## src/rtl/user_dma_mm2s_axi_reader.sv

```systemverilog
// user_dma_mm2s_axi_reader: AXI4 INCR burst reader feeding the MM2S FIFO, one burst outstanding,
// bursts clipped to BURST_LEN, remaining beats and the next 4KB boundary.
module user_dma_mm2s_axi_reader #(
  parameter int C_M_AXI_ADDR_WIDTH = 32,
  parameter int C_M_AXI_DATA_WIDTH = 32,
  parameter int C_M_AXI_BURST_LEN  = 16
) (
  input  logic                          M_AXI_ACLK,
  input  logic                          M_AXI_ARESETN,
  input  logic                          start,
  input  logic [C_M_AXI_ADDR_WIDTH-1:0] src_addr,
  input  logic [23:0]                   MM_count,
  output logic                          busy,
  output logic                          done,
  output logic                          err,
  output logic [C_M_AXI_ADDR_WIDTH-1:0] M_AXI_ARADDR,
  output logic [7:0]                    M_AXI_ARLEN,
  output logic [2:0]                    M_AXI_ARSIZE,
  output logic [1:0]                    M_AXI_ARBURST,
  output logic                          M_AXI_ARVALID,
  input  logic                          M_AXI_ARREADY,
  input  logic [C_M_AXI_DATA_WIDTH-1:0] M_AXI_RDATA,
  input  logic [1:0]                    M_AXI_RRESP,
  input  logic                          M_AXI_RLAST,
  input  logic                          M_AXI_RVALID,
  output logic                          M_AXI_RREADY,
  output logic [C_M_AXI_DATA_WIDTH-1:0] MM_data,
  output logic                          rnext,
  input  logic                          fifo_mm2s_full,
  input  logic                          fifo_mm2s_almost_full
);
  localparam int AW  = C_M_AXI_ADDR_WIDTH;
  localparam int BPB = C_M_AXI_DATA_WIDTH / 8;
  localparam int SZ  = $clog2(BPB);
  typedef enum logic [2:0] {IDLE, WAIT, ADDR, DATA, DONE} state_t;
  state_t        state;
  logic [AW-1:0] addr;
  logic [23:0]   remaining;
  logic [8:0]    len_q, beat_cnt, len;
  logic [12:0]   bnd;
  logic [24:0]   l1, l2;
  wire           unused_rlast = M_AXI_RLAST;
  assign M_AXI_ARSIZE  = 3'(SZ);
  assign M_AXI_ARBURST = 2'b01;
  assign M_AXI_RREADY  = (state == DATA) & ~fifo_mm2s_full;
  assign rnext         = M_AXI_RVALID & M_AXI_RREADY;
  assign MM_data       = M_AXI_RDATA;
  // Burst length: smallest of max burst, beats left, and beats up to the next 4KB page.
  always_comb begin
    bnd = (13'd4096 - {1'b0, addr[11:0]}) >> SZ;
    l1  = ({1'b0, remaining} < 25'(C_M_AXI_BURST_LEN)) ? {1'b0, remaining} : 25'(C_M_AXI_BURST_LEN);
    l2  = (25'(bnd) < l1) ? 25'(bnd) : l1;
    len = 9'(l2);
  end
  always_ff @(posedge M_AXI_ACLK or negedge M_AXI_ARESETN)
    if (!M_AXI_ARESETN) begin
      state         <= IDLE;
      busy          <= 1'b0;
      done          <= 1'b0;
      err           <= 1'b0;
      M_AXI_ARVALID <= 1'b0;
      M_AXI_ARADDR  <= '0;
      M_AXI_ARLEN   <= '0;
      addr          <= '0;
      remaining     <= '0;
      len_q         <= '0;
      beat_cnt      <= '0;
    end else begin
      done <= 1'b0;
      case (state)
        IDLE: if (start) begin
          addr      <= src_addr & ~AW'(BPB - 1);
          remaining <= MM_count;
          err       <= 1'b0;
          busy      <= 1'b1;
          state     <= (MM_count == 24'd0) ? DONE : WAIT;
        end
        WAIT: if (!fifo_mm2s_almost_full) begin
          len_q         <= len;
          M_AXI_ARADDR  <= addr;
          M_AXI_ARLEN   <= 8'(len - 9'd1);
          M_AXI_ARVALID <= 1'b1;
          state         <= ADDR;
        end
        ADDR: if (M_AXI_ARREADY) begin
          M_AXI_ARVALID <= 1'b0;
          beat_cnt      <= len_q;
          state         <= DATA;
        end
        DATA: if (rnext) begin
          beat_cnt  <= beat_cnt - 9'd1;
          remaining <= remaining - 24'd1;
          err       <= err | (M_AXI_RRESP != 2'b00);
          if (beat_cnt == 9'd1) begin
            addr  <= addr + (AW'(len_q) << SZ);
            state <= (remaining == 24'd1) ? DONE : WAIT;
          end
        end
        DONE: begin
          done  <= 1'b1;
          busy  <= 1'b0;
          state <= IDLE;
        end
        default: state <= IDLE;
      endcase
    end
endmodule
```

## config.mk

```make
export PLATFORM = sky130hd
export DESIGN_NAME = user_dma_mm2s_axi_reader
export DESIGN_NICKNAME = d
export VERILOG_FILES = /design/src/rtl/user_dma_mm2s_axi_reader.sv
export SDC_FILE = /design/constraint.sdc
export NUM_CORES = 1
export LEC_CHECK = 0
export CORE_MARGIN = 2
export CORE_UTILIZATION = 45
export CTS_BUF_LIST = sky130_fd_sc_hd__clkbuf_2
export DETAILED_ROUTE_END_ITERATION = 16
export PLACE_DENSITY_LB_ADDON = 0.08
export SYNTH_ARGS = -nofsm -noshare
export SYNTH_HDL_FRONTEND = slang
export SYNTH_SLANG_ARGS = --single-unit
```

## constraint.sdc

```tcl
create_clock -name M_AXI_ACLK -period 4.9 [get_ports M_AXI_ACLK]
set_input_delay 0.735 -clock M_AXI_ACLK [delete_from_list [all_inputs] [get_ports M_AXI_ACLK]]
set_output_delay 0.735 -clock M_AXI_ACLK [all_outputs]
set_load 0.03 [all_outputs]
```

======== Yosys cells after proc, flatten, opt, wreduce, memory -nomap -nowiden ========
Index checks and enable logic that the tools add are counted.
word-level totals
  flip-flop bits (word level) ............. 121
  input port bits ......................... 98
  output and inout port bits .............. 83
  logic and storage cells ................. 77
cells by class
  add/subtract/negate cells ............... 5
  order comparisons ....................... 2
  equal/unequal tests ..................... 11
  mux-type cells .......................... 29
  bitwise logic cells ..................... 5
  reductions and logical operators ........ 14
operators by type and width
  cell                                                                           number
  32-bit 2-to-1 mux                                                              3
  24-bit 2-to-1 mux                                                              3
  32-bit case mux with 2 select lines                                            1
  24-bit case mux with 2 select lines                                            1
  32-bit by 11-bit adder with 32-bit output                                      1
  9-bit 2-to-1 mux                                                               3
  24-bit by 1-bit equality test with 1-bit output, second input constant         1
  24-bit logical NOT                                                             1
  11-bit by 24-bit less-than comparator with 1-bit output                        1
  24-bit by 5-bit less-than comparator with 1-bit output, second input constant  1
  24-bit by 1-bit subtractor with 24-bit output, second input constant           1
  3-bit 2-to-1 mux                                                               7
  9-bit case mux with 2 select lines                                             1
  13-bit by 12-bit subtractor with 13-bit output, first input constant           1
  3-bit case mux with 4 select lines                                             1
  2-bit nonzero test                                                             5
  9-bit by 1-bit equality test with 1-bit output, second input constant          1
  3-bit AND reduction                                                            3
  9-bit by 1-bit subtractor with 9-bit output, second input constant             1
  2-bit != test, second input constant                                           4
  8-bit by 1-bit subtractor with 8-bit output, second input constant             1
  3-bit by 2-bit equality test with 1-bit output, second input constant          2
  1-bit 2-to-1 mux                                                               6
  1-bit case mux with 2 select lines                                             3
  10 further kinds                                                               13

======== Depth between registers and ports, before layout ========
Gate-level depths: netlist of the first run.
  depth in word-level cells ............... 5
  mapped depth ............................ 18
  mapped depth without buffers ............ 17

======== Least setup slack after synthesis of the first run ========
No wires, ideal clock.
  kind .................................... reg-to-reg
  start point ............................. register remaining[12]
  end point ............................... register M_AXI_ARLEN[4]
  library setup time ...................... 135 ps
  arrival time ............................ 3,955 ps
  data required time ...................... 4,765 ps
  path slack .............................. 810 ps
  cell stages (with the launch flop) ...... 18
  buffers on the path ..................... 0
  period minus slack after synthesis ...... 4,090 ps
  cells stage by stage .................... dfrtp_1 > or4_4 > nor4_4 > nand3_1 > clkinv_1 > nand2_1 > ha_1 > a21oi_1 > a21o_1 > a31o_2 > a21boi_4 > nor2_1 > a21oi_1 > ha_1 > or3b_2 > mux2i_1 > xnor2_1 > o21ai_0
on the way
  cells in the longest elaborated chain, start to end .. 5
RTL lines
  what                                                     RTL line  text
  from (decl)                                              38        logic [23:0] remaining;
  from (signal assigned)                                   73        remaining <= MM_count;
  from (signal assigned)                                   92        remaining <= remaining - 24'd1;
  24-bit by 5-bit less-than comparator with 1-bit output   51        l1 = ({1'b0, remaining} < 25'(C_M_AXI_BURST_LEN)) ? {1'b0, remaining} : 25'(C_M_AXI_BURST_LEN);
  24-bit 2-to-1 mux (*)                                    51
  11-bit by 24-bit less-than comparator with 1-bit output  52        l2 = (25'(bnd) < l1) ? 25'(bnd) : l1;
  9-bit 2-to-1 mux (*)                                     52
  8-bit by 1-bit subtractor with 8-bit output (*)          81        M_AXI_ARLEN <= 8'(len - 9'd1);
  to (signal assigned)                                     81
  to (decl)                                                17        output logic [7:0] M_AXI_ARLEN,
Mark *: on every way between the ends. The rest lies on a longest branch, timed or not.
A chain may end at the register's enable or synchronous reset.

======== Final worst setup path of the first run ========
  start point ............................. register remaining[13]
  end point ............................... register M_AXI_ARLEN[4]
Same word-level chain as after synthesis.

==> results of run 1 <==
-- flip-flops by register name, summed over array words and instances, names as in the netlist --
name / count
len_q: 9
addr: 30
M_AXI_ARLEN: 8
state: 3
err: 1
remaining: 24
beat_cnt: 9
M_AXI_ARVALID: 1
M_AXI_ARADDR: 30
done: 1
busy: 1
-- layer usage --
layer,track usage,share of wire
met5,0,0
met4,0.0687,0.016
met3,0.0396,0.047
met2,0.385,0.46
met1,0.335,0.47
-- area by class of cell --
type / count / area, sq um / area share
antenna: 1 / 2.50 / 0.000287
clock buffer: 17 / 85.1 / 0.00976
clock inverter: 15 / 193 / 0.0221
inverter: 23 / 86.3 / 0.00991
multi-input combinational: 696 / 3980 / 0.456
sequential: 117 / 2930 / 0.336
tap: 216 / 270 / 0.0310
timing repair buffer: 121 / 1170 / 0.135
-- stage by stage --
step / total power [W] / setup WS, ns / util / area, sq um
2_1_floorplan: 0.00409 / 0.810 / - / 7460
3_3_place_gp: 0.00505 / 0.505 / 0.527 / 8420
3_5_place_dp: 0.00508 / 0.455 / 0.527 / 8420
4_1_cts: 0.00583 / 0.383 / 0.544 / 8710
5_1_grt: 0.00629 / 0.0547 / 0.545 / 8710
6_report: 0.00582 / 0.373 / 0.545 / 8710
-- synth_stat cells, types with 5 or more instances --
cell	count
o21ai_0	76
mux2i_1	6
nand2_1	185
a21o_1	7
o22a_1	5
inv_1	22
a211oi_1	10
clkbuf_1	39
o22ai_1	5
nand4_1	11
ha_1	26
nor2b_1	5
nor4_1	17
a21oi_1	60
dfrtp_1	117
xnor2_1	13
nand3_1	42
nor3_1	29
a31oi_1	10
buf_4	40
and3_1	5
nor2_1	60
or3_1	10
or4_1	7
a32oi_1	13
o21a_1	6
and2_1	6
o211ai_1	7
-- repair_timing --
item / in CTS / in global routing
gates resized for setup: 0 / 0
endpoints found under the hold margin: 16 / 0
hold buffers: 1 / 0
endpoints found under the setup margin: 0 / 0
-- cell families after synthesis --
kind of cell,count (synthesis)
compound gates,234
flops,117
buf+inv,109
mux,10
xor+xnor,16
simple gates,396
fa+ha+maj,27
other cells,2
-- power by group --
part / leakage [nW] / internal (W) / switching [W] / total [W]
clock network: 0.157 / 0.000297 / 0.000437 / 0.000734
registers: 1.42 / 0.00140 / 0.000507 / 0.00191
logic: 2.09 / 0.00126 / 0.00191 / 0.00317
total: 3.67 / 0.00296 / 0.00286 / 0.00582
-- worst min-delay path: stages, from the launching register on --
cell and delay [ns]:
dfrtp_1 0.38, nand2_1 0.04, o21ai_0 0.06
-- path summary, 6_finish.rpt --
kind / end / slack [ns]
min reg2reg: M_AXI_ARLEN[2]$_DFFE_PN0P_ / 0.50
min in group asynchronous: len_q[4]$_DFFE_PN0P_ / 0.56
max reg2reg: M_AXI_ARLEN[4]$_DFFE_PN0P_ / 0.37
max: M_AXI_ARLEN[4]$_DFFE_PN0P_ / 0.37
max in group asynchronous: addr[11]$_DFFE_PN0P_ / 3.35
min: M_AXI_ARLEN[2]$_DFFE_PN0P_ / 0.50
==> flow_summary.yaml, run 1 <==
synthesis:
  ys_top_cells_by_area: "dfrtp_1 (39%), nand2_1 (9.4%), o21ai_0 (5.1%)"
  synth_top_family_by_area: "simple AND/OR/NAND/NOR gates"
  ys_ff_latch: 117
  synth_edf_count: 0
  ys_types: 69
  syn_avg_cell_area_sq_um: 8.14
  synth_compound_area_frac: 0.201
  synthAdderAreaFrac: 0.0466
  yosysTopAreaCellShare: 0.395
  synth_simple_gate_area_frac: 0.247
  syn_area_sq_mm: 0.00742
  synth_top_cell_by_area: "dfrtp_1"
  synthFlopType: "dfrtp_1"
  ys_seq_area_frac: 0.395
  synth_xor_area_frac: 0.0189
  synth.area.mux_share: 0.0147
  netlist_instances: 911
  yosys_warnings: 0
  async_reset_ff_frac: 1.00
layout:
  drive_above_1_share: 0.0647
  fillers: 1562
  layout.nets: 1101
  final_cells: 1206
  mostFrequentLayoutCells: "nand2_1 (183), dfrtp_1 (117), clkdlybuf4s50_1 (105), o21ai_0 (76), nor2_1 (60)"
  final_common_cell: "nand2_1"
  area_growth_syn_to_layout_pct: 17.5
clocking:
  cts_htree_levels: 4
  cts_sinks: 117
  cts_tree: "yes"
  post-cts-setup-buffer-count: 0
  clockBufferDepth: 2
  clock-root-buffer: "clkbuf_2"
  cts-buffers-inserted: 17
  insertion_delay_ns: 0.71
  path_clk_slew_ns: 0.21
floorplan:
  io_pins: 181
  initial_core_util: 0.463
  die_w_microns: 132
  fp-row-count: 46
  dieArea_sq_mm: 0.0175
  core-area_sq_mm: 0.0160
  die_y_microns: 132
route:
  drt_iter0_markers: 505
  via_per_inst: 5.67
  wl_per_cell_microns: 17.1
  firstDrtPassIters: 6
  dr_total_vias: 6840
  wirelength_microns: 20600
  postRouteAntennaNets: 0
  drc_errors: 0
power_and_ir_drop:
  leakage_nw: 3.67
  power_density_mw_per_mm2: 668
  ir_worst_vdd_v: 0.000266
worst_setup_path:
  critPathCaptureType: "register"
  worstPathRequired_ns: 5.46
  crit_fanout: 9
  cpPeakStageDelay_ns: 0.58
  path_depth: 17
  setup.worst_path.start_class: "register"
  critPathArrivalTime_ns: 5.09
  r2r-start: "remaining[13]$_DFFE_PN0P_"
  cp_top_family: "simple AND/OR/NAND/NOR gates"
  crit_buf_inv: 1
  reg2reg_depth: 17
  crit_path_cell_trace: "or4_4 -> nor4_4 -> nand3_1 -> clkinv_1 -> nand2_1 -> ha_1 -> nand3_1 -> a21o_1 -> a31o_2 -> a21boi_4 -> nand2_1 -> o31a_1 -> ha_1 -> or3b_2 -> mux2i_1 -> xnor2_1 -> o21ai_0"
  cp-startpoint: "remaining[13]$_DFFE_PN0P_"
  crit_type: "reg2reg"
  cp_slowest_cell: "or4_4"
min_path:
  min_from: "M_AXI_ARLEN[2]$_DFFE_PN0P_"
  hp-class: "reg2reg"
  worstHoldPathCells: 2
placement:
  io_buffers: 106
  dp_hpwl_microns: 14400
  placed_cells: 1172
  place_congestion: 0.845
status:
  status: "completed"
global_routing:
  grt_pass1_vias: 6500
  track_usage: 0.240
  grt_pass1_wl_microns: 33800
  antenna_found_initial: 1
  grt_max_degree: 65
  grt.overflow.total: 0
timing:
  hold_viol_final: 0
  rsz0062_at_grt: "false"
  worst_pin_slew_ns: 0.752
  hold-worst-slack_ns: 0.503
  fmax_mhz: 221
  slew_headroom: 0.499
  setup_viol: 0
  setup_tns_ns: 0
  period_needed_ns: 4.53
  slew_violations: 0
  layout_worst_path_cycle_share: 0.924
  finClkSkew_ns: 0.0307
job:
  drv_cap: 0
(Power assumes the default switching activity.)
==> run 2, diff against run 1 <==
GPL_TIMING_DRIVEN = 0   (was not set)
==> flow_summary.yaml, run 2 (synthesis gave the netlist of run 1 again) <==
layout:
  final_cells: 1315
  fin_area_sq_mm: 0.00944
  layout.nets: 1211
  multiInputGateArea_sq_mm: 0.00400
  post-route-util: 0.590
  drive_above_1_share: 0.0883
  fillers: 1521
  area_growth_syn_to_layout_pct: 27.3
  n_antenna_cell: 0
  top_regs: "M_AXI_ARADDR x30, addr x30, remaining x24"
  mostFrequentLayoutCells: "nand2_1 (185), clkdlybuf4s50_1 (137), dfrtp_1 (117), o21ai_0 (76)"
  final_common_cell: "nand2_1"
  seqCellArea_sq_mm: 0.00293
placement:
  dp_hpwl_microns: 17700
  io_buffers: 138
  place_congestion: 0.926
  pre_cts_slack_ns: 0.0619
  placed_cells: 1277
  dpl-instance-area_sq_mm: 0.00914
global_routing:
  track_usage: 0.277
  grt.overflow.total: 0
  grt_pass1_wl_microns: 38000
  antenna_found_initial: 0
  grt_max_degree: 60
  grt_pass1_vias: 6998
clocking:
  path_clk_slew_ns: 0.19
  cts_htree_levels: 4
  cts_sinks: 117
  clockBufferDepth: 2
  insertion_delay_ns: 0.74
  cts_tree: "yes"
  cts-buffers-inserted: 17
  clock-root-buffer: "clkbuf_2"
power_and_ir_drop:
  leakage_nw: 4.00
  power_density_mw_per_mm2: 637
  ir_worst_vdd_v: 0.000299
timing:
  finClkSkew_ns: 0.0350
  setup_viol: 0
  layout_worst_path_cycle_share: 0.934
  fin_ws_ns: 0.325
  hold-worst-slack_ns: 0.501
  fmax_mhz: 219
  slew_violations: 0
  slew_headroom: 0.338
  period_needed_ns: 4.58
  hold_viol_final: 0
  worst_pin_slew_ns: 0.979
  rsz0062_at_grt: "false"
worst_setup_path:
  setup.worst_path.start_class: "register"
  crit_path_cell_trace: "or4_1 -> nor4_4 -> buf_4 -> nand3_2 -> clkinv_1 -> nand2_1 -> ha_1 -> a21oi_1 -> a21o_1 -> a31o_2 -> a21boi_4 -> buf_4 -> nand2_1 -> o31a_1 -> ha_2 -> or3b_2 -> mux2i_1 -> xnor2_1 -> o21ai_0"
  cpPeakStageDelay_ns: 0.59
  critPathArrivalTime_ns: 5.18
  crit_type: "reg2reg"
  r2r_end: "M_AXI_ARLEN[4]$_DFFE_PN0P_"
  crit_fanout: 9
  cp-startpoint: "remaining[19]$_DFFE_PN0P_"
  worstPathRequired_ns: 5.51
  r2r_slack_ns: 0.32
  cp_top_family: "simple AND/OR/NAND/NOR gates"
  cp_slowest_cell: "or4_1"
  reg2reg_depth: 19
  crit_buf_inv: 3
  r2r-start: "remaining[19]$_DFFE_PN0P_"
  critPathCaptureType: "register"
min_path:
  hold-path-endpoint: "M_AXI_ARADDR[12]$_DFFE_PN0P_"
  hp-class: "reg2reg"
  worstHoldPathCells: 2
  min_from: "M_AXI_ARADDR[12]$_DFFE_PN0P_"
floorplan:
  initial_core_util: 0.463
  fp-row-count: 46
  core-area_sq_mm: 0.0160
  dieArea_sq_mm: 0.0175
  die_y_microns: 132
  io_pins: 181
  die_w_microns: 132
route:
  wl_per_cell_microns: 18.3
  via_per_inst: 5.68
  dr_total_vias: 7471
  drt_iter0_markers: 573
  postRouteAntennaNets: 0
  wirelength_microns: 24100
  drc_errors: 0
  firstDrtPassIters: 5
status:
  status: "completed"
job:
  drv_cap: 0
[run 2: changes by cell type in the layout (fill, tap and decap cells not counted), moves of 2 or more]
cell / previous run / this run
buf_1: 0 / 4
clkinv_1: 1 / 4
buf_4: 15 / 45
nand2_1: 183 / 185
clkinv_4: 5 / 3
clkbuf_1: 0 / 39
buf_2: 0 / 3
nand2_2: 2 / 0
clkdlybuf4s50_1: 105 / 137
clkinvlp_4: 2 / 4
inv_6: 5 / 0
clkinv_2: 0 / 2
[run 2: worst reg2reg max path, cell delays in order, from the launching register on]
cell and delay (ns):
dfrtp_1 0.46, or4_1 0.60, nor4_4 0.22, buf_4 0.19, nand3_2 0.13, clkinv_1 0.19, nand2_1 0.13, ha_1 0.33
a21oi_1 0.07, a21o_1 0.18, a31o_2 0.25, a21boi_4 0.15, buf_4 0.15, nand2_1 0.05, o31a_1 0.21, ha_2 0.26
or3b_2 0.46, mux2i_1 0.19, xnor2_1 0.14, o21ai_0 0.09
[run 2: what timing repair did]
action                                  CTS  global route
endpoints found under the setup margin    1             1
endpoints found under the hold margin    58             0
resized for setup                         1             5
hold buffers                              1             0
setup buffers                             0             5
pin swaps                                 0             1
[run 2: power breakdown]
part           switching, W  internal [W]  leakage [nW]  total (W)
Clock              0.000415      0.000230         0.128   0.000645
Combinational       0.00218       0.00133          2.45    0.00351
Sequential         0.000458       0.00141          1.42    0.00186
Total               0.00305       0.00297          4.00    0.00602
[run 2: cell type report]
cell class,count,area share
buffer,86,0.0505
timing repair buffer,145,0.154
clock buffer,18,0.00954
clock inverter,14,0.0146
inverter,23,0.00914
tap,216,0.0286
sequential,117,0.310
multi-input combinational,696,0.423
[run 2: worst max path at each step]
stage,to,slack (ns),depth (start not counted)
after detailed placement,M_AXI_ARLEN[4]$_DFFE_PN0P_,0.06,17
after CTS,M_AXI_ARLEN[4]$_DFFE_PN0P_,0.02,17
after global placement,addr[15]$_DFFE_PN0P_,-1.73,1
after floorplan,M_AXI_ARLEN[4]$_DFFE_PN0P_,0.81,17
after global routing,M_AXI_ARLEN[4]$_DFFE_PN0P_,0.03,19
final,M_AXI_ARLEN[4]$_DFFE_PN0P_,0.32,19
[run 2: layer usage]
metal	up-vias	track usage	share of wire
li1	3573	-	-
met1	3553	0.376	0.45
met2	297	0.435	0.46
met3	48	0.0600	0.066
met4	0	0.109	0.028
met5	-	0	0
[run 2: stage by stage]
step | total power [W] | setup TNS, ns
after floorplan | 0.00409 | 0
after global placement | 0.00527 | -202.05
after detailed placement | 0.00531 | 0
after CTS | 0.00596 | 0
after global routing | 0.00648 | 0
final | 0.00602 | 0
==> run 3, diff against run 2 <==
CORE_MARGIN = 5   (was 2)
==> flow_summary.yaml, run 3 (synthesis gave the netlist of run 1 again) <==
status:
  status: "completed"
floorplan:
  die_w_microns: 138
  initial_core_util: 0.454
  die_y_microns: 138
  io_pins: 181
  core-area_sq_mm: 0.0163
  fp-row-count: 47
  dieArea_sq_mm: 0.0191
layout:
  top_regs: "M_AXI_ARADDR x30, addr x30, remaining x24"
  layout.nets: 1210
  final_common_cell: "nand2_1"
  area_growth_syn_to_layout_pct: 27.3
  fillers: 1617
  drive_above_1_share: 0.0830
  final_cells: 1323
  mostFrequentLayoutCells: "nand2_1 (185), clkdlybuf4s50_1 (137), dfrtp_1 (117), o21ai_0 (76)"
timing:
  rsz0062_at_grt: "false"
  period_needed_ns: 4.55
  setup_viol: 0
  hold_viol_final: 0
  setup_tns_ns: 0
  slew_violations: 0
  fmax_mhz: 220
  layout_worst_path_cycle_share: 0.929
  worst_pin_slew_ns: 0.905
  slew_headroom: 0.388
  finClkSkew_ns: 0.0343
worst_setup_path:
  critPathCaptureType: "register"
  cp_top_family: "simple AND/OR/NAND/NOR gates"
  crit_fanout: 9
  worstPathRequired_ns: 5.47
  crit_type: "reg2reg"
  crit_path_cell_trace: "or4_1 -> nor4_4 -> buf_4 -> nand3_1 -> clkinv_1 -> nand2_1 -> ha_1 -> a21oi_1 -> a21o_1 -> a31o_2 -> a21boi_4 -> nand2_1 -> o31a_1 -> ha_1 -> or3b_2 -> mux2i_1 -> xnor2_1 -> o21ai_0"
  cpPeakStageDelay_ns: 0.60
  critPathArrivalTime_ns: 5.12
  crit_buf_inv: 2
  setup.worst_path.start_class: "register"
  cp_slowest_cell: "or4_1"
global_routing:
  grt_max_degree: 79
  grt.overflow.total: 0
  track_usage: 0.251
  grt_pass1_vias: 7276
  antenna_found_initial: 1
  grt_pass1_wl_microns: 38800
route:
  top_layer: "met4"
  postRouteAntennaNets: 0
  route.met3.wl_microns: 1890
  drc_errors: 0
  met2RoutedLength_microns: 11500
  dr_total_vias: 7445
  wirelength_microns: 24500
  drt_iter0_markers: 575
  wl_per_cell_microns: 18.5
  firstDrtPassIters: 5
  wl_met1_microns: 10600
  via_per_inst: 5.63
clocking:
  insertion_delay_ns: 0.72
  clockBufferDepth: 2
  cts_tree: "yes"
  clock-root-buffer: "clkbuf_2"
  path_clk_slew_ns: 0.19
  cts_htree_levels: 4
  cts_sinks: 117
  cts-buffers-inserted: 17
power_and_ir_drop:
  ir_worst_vdd_v: 0.000358
  total_power_w: 0.00603
  leakage_nw: 4.01
  power_density_mw_per_mm2: 638
placement:
  placed_cells: 1281
  dp_hpwl_microns: 18200
  place_congestion: 0.917
  io_buffers: 138
job:
  drv_cap: 0
min_path:
  hp-class: "in2async"
## run 3: power breakdown
| group | internal, W | leakage (nW) | switching [W] |
|---|---|---|---|
| Combinational | 0.00132 | 2.45 | 0.00218 |
| Clock | 0.000269 | 0.143 | 0.000388 |
| Sequential | 0.00141 | 1.42 | 0.000463 |
| Total | 0.00300 | 4.01 | 0.00303 |
## run 3: final timing paths
check	slack (ns)	from	cells past startpoint	to
hold / removal	0.46	M_AXI_ARESETN	2	remaining[16]$_DFFE_PN0P_
setup / recovery	0.35	remaining[19]$_DFFE_PN0P_	18	M_AXI_ARLEN[4]$_DFFE_PN0P_
min in group M_AXI_ACLK	0.50	M_AXI_ARADDR[29]$_DFFE_PN0P_	2	M_AXI_ARADDR[29]$_DFFE_PN0P_
hold reg to reg	0.50	M_AXI_ARADDR[29]$_DFFE_PN0P_	2	M_AXI_ARADDR[29]$_DFFE_PN0P_
setup reg to reg	0.35	remaining[19]$_DFFE_PN0P_	18	M_AXI_ARLEN[4]$_DFFE_PN0P_
max in group asynchronous	3.68	M_AXI_ARESETN	3	M_AXI_ARADDR[5]$_DFFE_PN0P_
## run 3: area by class of cell
class	count	area, sq um	area share
Clock buffer	17	85.1	0.00901
Sequential cell	117	2930	0.310
Antenna cell	6	15.0	0.00159
Buffer	86	477	0.0505
Timing Repair Buffer	144	1450	0.154
Inverter	23	86.3	0.00914
Clock inverter	14	143	0.0151
Tap cell	220	275	0.0292
Multi-Input combinational cell	696	3980	0.422
## run 3: metrics by stage
| step | hold WS (ns) | setup slack, ns | instance area (sq um) | util |
|---|---|---|---|---|
| 3_3_place_gp | 0.461 | -1.72 | 9110 | 0.557 |
| 2_1_floorplan | 0.439 | 0.810 | 7460 | - |
| 3_5_place_dp | 0.462 | 0.155 | 9140 | 0.559 |
| 5_1_grt | 0.476 | 0.0755 | 9440 | 0.577 |
| 4_1_cts | 0.448 | 0.0849 | 9380 | 0.574 |
| 6_report | 0.462 | 0.350 | 9440 | 0.578 |
## run 3: what timing repair did
item,4_1_cts,5_1_grt
endpoints found under the setup margin,0,1
hold endpoints to repair,39,0
hold buffers,1,0
buffers inserted,0,4
gates resized for setup,0,3
## run 3: per-layer routing
metal | up-vias | global-route usage
li1 | 3561 | -
met1 | 3554 | 0.336
met2 | 287 | 0.406
met3 | 43 | 0.0646
met4 | 0 | 0.0660
met5 | - | 0
## run 3: worst register-to-register path, delay by kind of cell, from the launching register on
family / cells / cell delay, ns
and+or+nand+nor: 6 / 1.68
AOI/OAI and AO/OA: 6 / 0.94
adders and majority gates: 2 / 0.60
DFF: 1 / 0.45
buffers and inverters: 2 / 0.41
muxes: 1 / 0.17
xor gates and xnor gates: 1 / 0.13
